`src/rtl/risc_sequencer.sv`:
```
// risc_sequencer: fetch/sequencing stage of the 8-bit accumulator RISC core.
// Owns the instruction phase counter, instruction register, program counter,
// halt flag and a saturating retired-instruction counter. The controller's
// strobes steer these registers; the stage feeds phase/opcode back to it.
module risc_sequencer #(
    parameter int AWIDTH = 5,
    parameter int DWIDTH = 8,
    parameter int CWIDTH = 16
) (
    input  logic                       clk,
    input  logic                       rst,
    input  logic [DWIDTH-1:0]          data_in,
    input  logic                       ld_ir,
    input  logic                       inc_pc,
    input  logic                       ld_pc,
    input  logic                       halt,
    input  logic                       sel,
    input  logic                       resume,
    output logic [2:0]                 phase,
    output logic [DWIDTH-AWIDTH-1:0]   opcode,
    output logic [AWIDTH-1:0]          ir_addr,
    output logic [AWIDTH-1:0]          pc_addr,
    output logic [AWIDTH-1:0]          mem_addr,
    output logic                       halted,
    output logic [CWIDTH-1:0]          instr_cnt
);

    localparam logic [CWIDTH-1:0] CNT_MAX = {CWIDTH{1'b1}};

    logic [DWIDTH-1:0] ir;
    logic [AWIDTH-1:0] pc;

    // Phase counter free-runs 0..7 while the machine runs and freezes when halted.
    always_ff @(posedge clk) begin
        if (rst) begin
            phase <= 3'd0;
        end else if (!halted) begin
            phase <= phase + 3'd1;
        end
    end

    // Instruction register captures the memory bus only while running.
    always_ff @(posedge clk) begin
        if (rst) begin
            ir <= '0;
        end else if (!halted && ld_ir) begin
            ir <= data_in;
        end
    end

    // Program counter: a jump takes the pre-edge operand and beats increment.
    always_ff @(posedge clk) begin
        if (rst) begin
            pc <= '0;
        end else if (!halted) begin
            if (ld_pc) begin
                pc <= ir[AWIDTH-1:0];
            end else if (inc_pc) begin
                pc <= pc + AWIDTH'(1);
            end
        end
    end

    // Halt flag: halt wins over resume while running; resume only clears a halted machine.
    always_ff @(posedge clk) begin
        if (rst) begin
            halted <= 1'b0;
        end else if (!halted) begin
            if (halt) begin
                halted <= 1'b1;
            end
        end else if (resume) begin
            halted <= 1'b0;
        end
    end

    // Retired-instruction counter bumps on each running 7->0 wrap and sticks at all-ones.
    always_ff @(posedge clk) begin
        if (rst) begin
            instr_cnt <= '0;
        end else if (!halted && phase == 3'd7 && instr_cnt != CNT_MAX) begin
            instr_cnt <= instr_cnt + CWIDTH'(1);
        end
    end

    assign opcode   = ir[DWIDTH-1:AWIDTH];
    assign ir_addr  = ir[AWIDTH-1:0];
    assign pc_addr  = pc;
    assign mem_addr = sel ? pc : ir[AWIDTH-1:0];

endmodule

```
`config.mk`:
```
export PLATFORM = sky130hd
export DESIGN_NAME = risc_sequencer
export DESIGN_NICKNAME = d
export VERILOG_FILES = /design/src/rtl/risc_sequencer.sv
export SDC_FILE = /design/constraint.sdc
export NUM_CORES = 1
export LEC_CHECK = 0
export CAP_MARGIN = 20
export CORE_MARGIN = 2
export CORE_UTILIZATION = 30
export CTS_BUF_LIST = sky130_fd_sc_hd__clkbuf_4 sky130_fd_sc_hd__clkbuf_8
export CTS_CLUSTER_SIZE = 28
export DETAILED_ROUTE_END_ITERATION = 8
export PLACE_DENSITY = 0.65
export SLEW_MARGIN = 20
export SYNTH_ARGS = -nofsm -noshare
export SYNTH_HDL_FRONTEND = slang
export SYNTH_SLANG_ARGS = --single-unit
export TNS_END_PERCENT = 1
```
`constraint.sdc`:
```
create_clock -name clk -period 1.75 [get_ports clk]
set_input_delay 0.4375 -clock clk [delete_from_list [all_inputs] [get_ports clk]]
set_output_delay 0.4375 -clock clk [all_outputs]
set_load 0.05 [all_outputs]
```
==> metrics.cfg <==
[clocking]
cts_root_buf=clkbuf_8
clk_pin_slew_ns=0.07
cts_buffer_depth=2
clk_latency_ns=0.29
cts_buffers=5
clkSinkCount=33
cts_max_level=2
cts_tree=built

[hold_path]
hold_path_class=reg -> reg
hold_end=instr_cnt[11]
hold_start=instr_cnt[11]
min_path_cells=2

[final_layout]
final_area_um2=2600
insertedDiodeCount=0
final_util_pct=50.7
synthToLayoutAreaGrowth_pct=61.2
nets=283
multi_input_area_um2=1000
regArea_um2=693
drive_gt1_share_pct=46.2
fill_cells=516

[routing]
drt.antenna.violating_nets=0
vias_per_cell=4.89
routedWlPerCell_um=12.4
drt_iter0_markers=85
via_count=1632
drt_first_pass_iters=4
drt_wl_total_um=4130
drcViolationCount=0

[global_routing]
overflow=0
antenna_found_initial=0
grtUsageTotal_pct=14.7
grt_pass1_wl_um=7030
grt_pass1_vias=1510
grt_max_degree=14

[placement]
place_ws_ns=-0.292
place_congestion=0.746
place_area_um2=2460
portBuffers=53
place_hpwl_um=3190

[floorplanning]
dieWidth_um=77.4
core_area_um2=5140
num_rows=26
die_h_um=77.4
initial_core_util_pct=31.4
ios=54
die-area_um2=5990

[timing]
finalSetupViolCount=0
hold_violations=0
slew_headroom_pct=72.4
setup_slack_ns=0.0546
fin_tns_setup_ns=0
tightest_slew_ns=0.412
max_freq_mhz=590
timing.final.crit_share_pct=96.9
fin_crit_ns=1.70
skew_ns=0.00370
slew_violations=0

[setup_path]
reg2reg_to=instr_cnt[9]
timing.rr.start=phase[1]
crit_fanout=6
worst-r2r-setup-slack_ns=0.05
end_kind=flop
cp-start-kind=flop
worstPathArrival_ns=1.91
path_class=reg -> reg
crit_required_ns=1.97
reg2reg_depth=6

[power]
cellLeakagePower_nw=1.05
pwr-share-clk_pct=32.2
power_frac_comb_pct=21.8
ir_worst_vdd_mv=0.310
p_int_mw=1.24
seqPwrFrac_pct=46.0
switching_power_mw=0.529
swShare_pct=29.9
power_density_nw_per_um2=679

[synthesis]
synth-edff-count=0
synth_top_area_cell=dfxtp_1
synthesis.nets=200
synth_common_cells=dfxtp_1 (33), nor2_1 (22), mux2i_1 (13), a21oi_1 (12)
netlist.area_leader.share_pct=40.9
ys_async_sr_fraction_pct=0
synth.ff_latch_count=33
synth.avg_cell_area_um2=8.97
yosysWarnings=0
synthTopCellsByArea=dfxtp_1 (41%), mux2i_1 (8.1%), mux2_2 (5.6%), nor2_1 (5.1%), a21oi_1 (3.7%)
yosysMostFrequentCell=dfxtp_1
ys_seq_area_share_pct=40.9
synth.distinct_cells=38
syn_area_um2=1620
synthFlopType=dfxtp_1
syn_inst=180

[flow_run]
drv_cap=0

[outcome]
outcome=complete, no violations

==> cell families (layout without fill, tap and decap cells) <==
kind of cell             Yosys count  in the layout  synth area share (%)
multiplexers                      21             21                  13.6
AO/OA/AOI/OAI                     37             37                  14.7
buffers and inverters             11             95                  2.87
XOR/XNOR                           3              3                  1.63
adder cells (fa/ha/maj)            4              4                  3.10
AND/OR/NAND/NOR                   71             71                  23.2
flip-flops                        33             33                  40.9
==> how the worst max path moves through the flow <==
stage,start,endpoint,slack (ns),cells after the start
4_1_cts,phase[1],instr_cnt[15],-0.02,6
3_3_place_gp,sel,mem_addr[3],-0.27,3
5_1_grt,phase[1],instr_cnt[7],-0.02,6
3_5_place_dp,sel,mem_addr[4],-0.29,3
6_report,phase[1],instr_cnt[9],0.05,6
2_1_floorplan,phase[1],instr_cnt[15],-0.14,7
==> layout make-up <==
class                           instances  share of cell area, %
Multi-Input combinational cell        136                   38.4
Timing Repair Buffer                   84                   27.9
Sequential cell                        33                   26.6
Tap cell                               70                   3.36
Clock buffer                            6                   2.93
Inverter                                3                  0.432
Clock inverter                          2                  0.384
==> timing repair <==
item                       in CTS  in global routing
resized for setup               5                  9
hold buffers                    0                  0
setup endpoints to repair      14                 14
buffers inserted                0                  1
pin swaps                       0                  5
==> routing by layer <==
metal  vias to the layer above  GRT usage (%)  wire [µm]
met1                       756           18.4       1950
met2                        33           23.2       1930
met5                         -              0          0
met4                         0           8.93        102
li1                        835              -          -
met3                         8           3.14        143
==> placed cells by master, fill, tap and decap left out, types with 8 or more instances in the layout <==
cell,count
clkdlybuf4s50_1,14
nor2_1,22
nand2_1,9
buf_4,64
mux2i_1,13
mux2_2,8
dfxtp_2,17
dfxtp_1,13
nand3_1,8
a21oi_1,12
==> power groups by stage <==
stage	combinational [mW]	clock (mW)	sequential (mW)
floorplan	0.133	0	0.923
global placement	0.384	0	0.830
detailed placement	0.391	0	0.832
CTS	0.392	0.587	0.815
global route	0.412	0.622	0.819
finish	0.386	0.569	0.814
==> flip-flops by register name, indices dropped and copies added (netlist names) <==
name / flops
instr_cnt: 16
ir: 8
pc_addr: 5
phase: 3
halted: 1
==> worst max-delay path, cell delays in order, from the launching register on <==
cell	delay (ns)
dfxtp_4	0.36
ha_4	0.14
ha_4	0.13
nand2b_4	0.05
or3_4	0.37
or4_1	0.42
a21oi_1	0.15
==> metrics by stage <==
| step | cells | hold WS, ns | total power [mW] |
|---|---|---|---|
| 2_1_floorplan | 180 | 0.581 | 1.06 |
| 3_3_place_gp | 325 | 0.476 | 1.21 |
| 3_5_place_dp | 325 | 0.475 | 1.22 |
| 4_1_cts | 333 | 0.484 | 1.79 |
| 5_1_grt | 334 | 0.510 | 1.85 |
| 6_report | 334 | 0.492 | 1.77 |
Note: power is estimated with default switching activity, not from simulation.
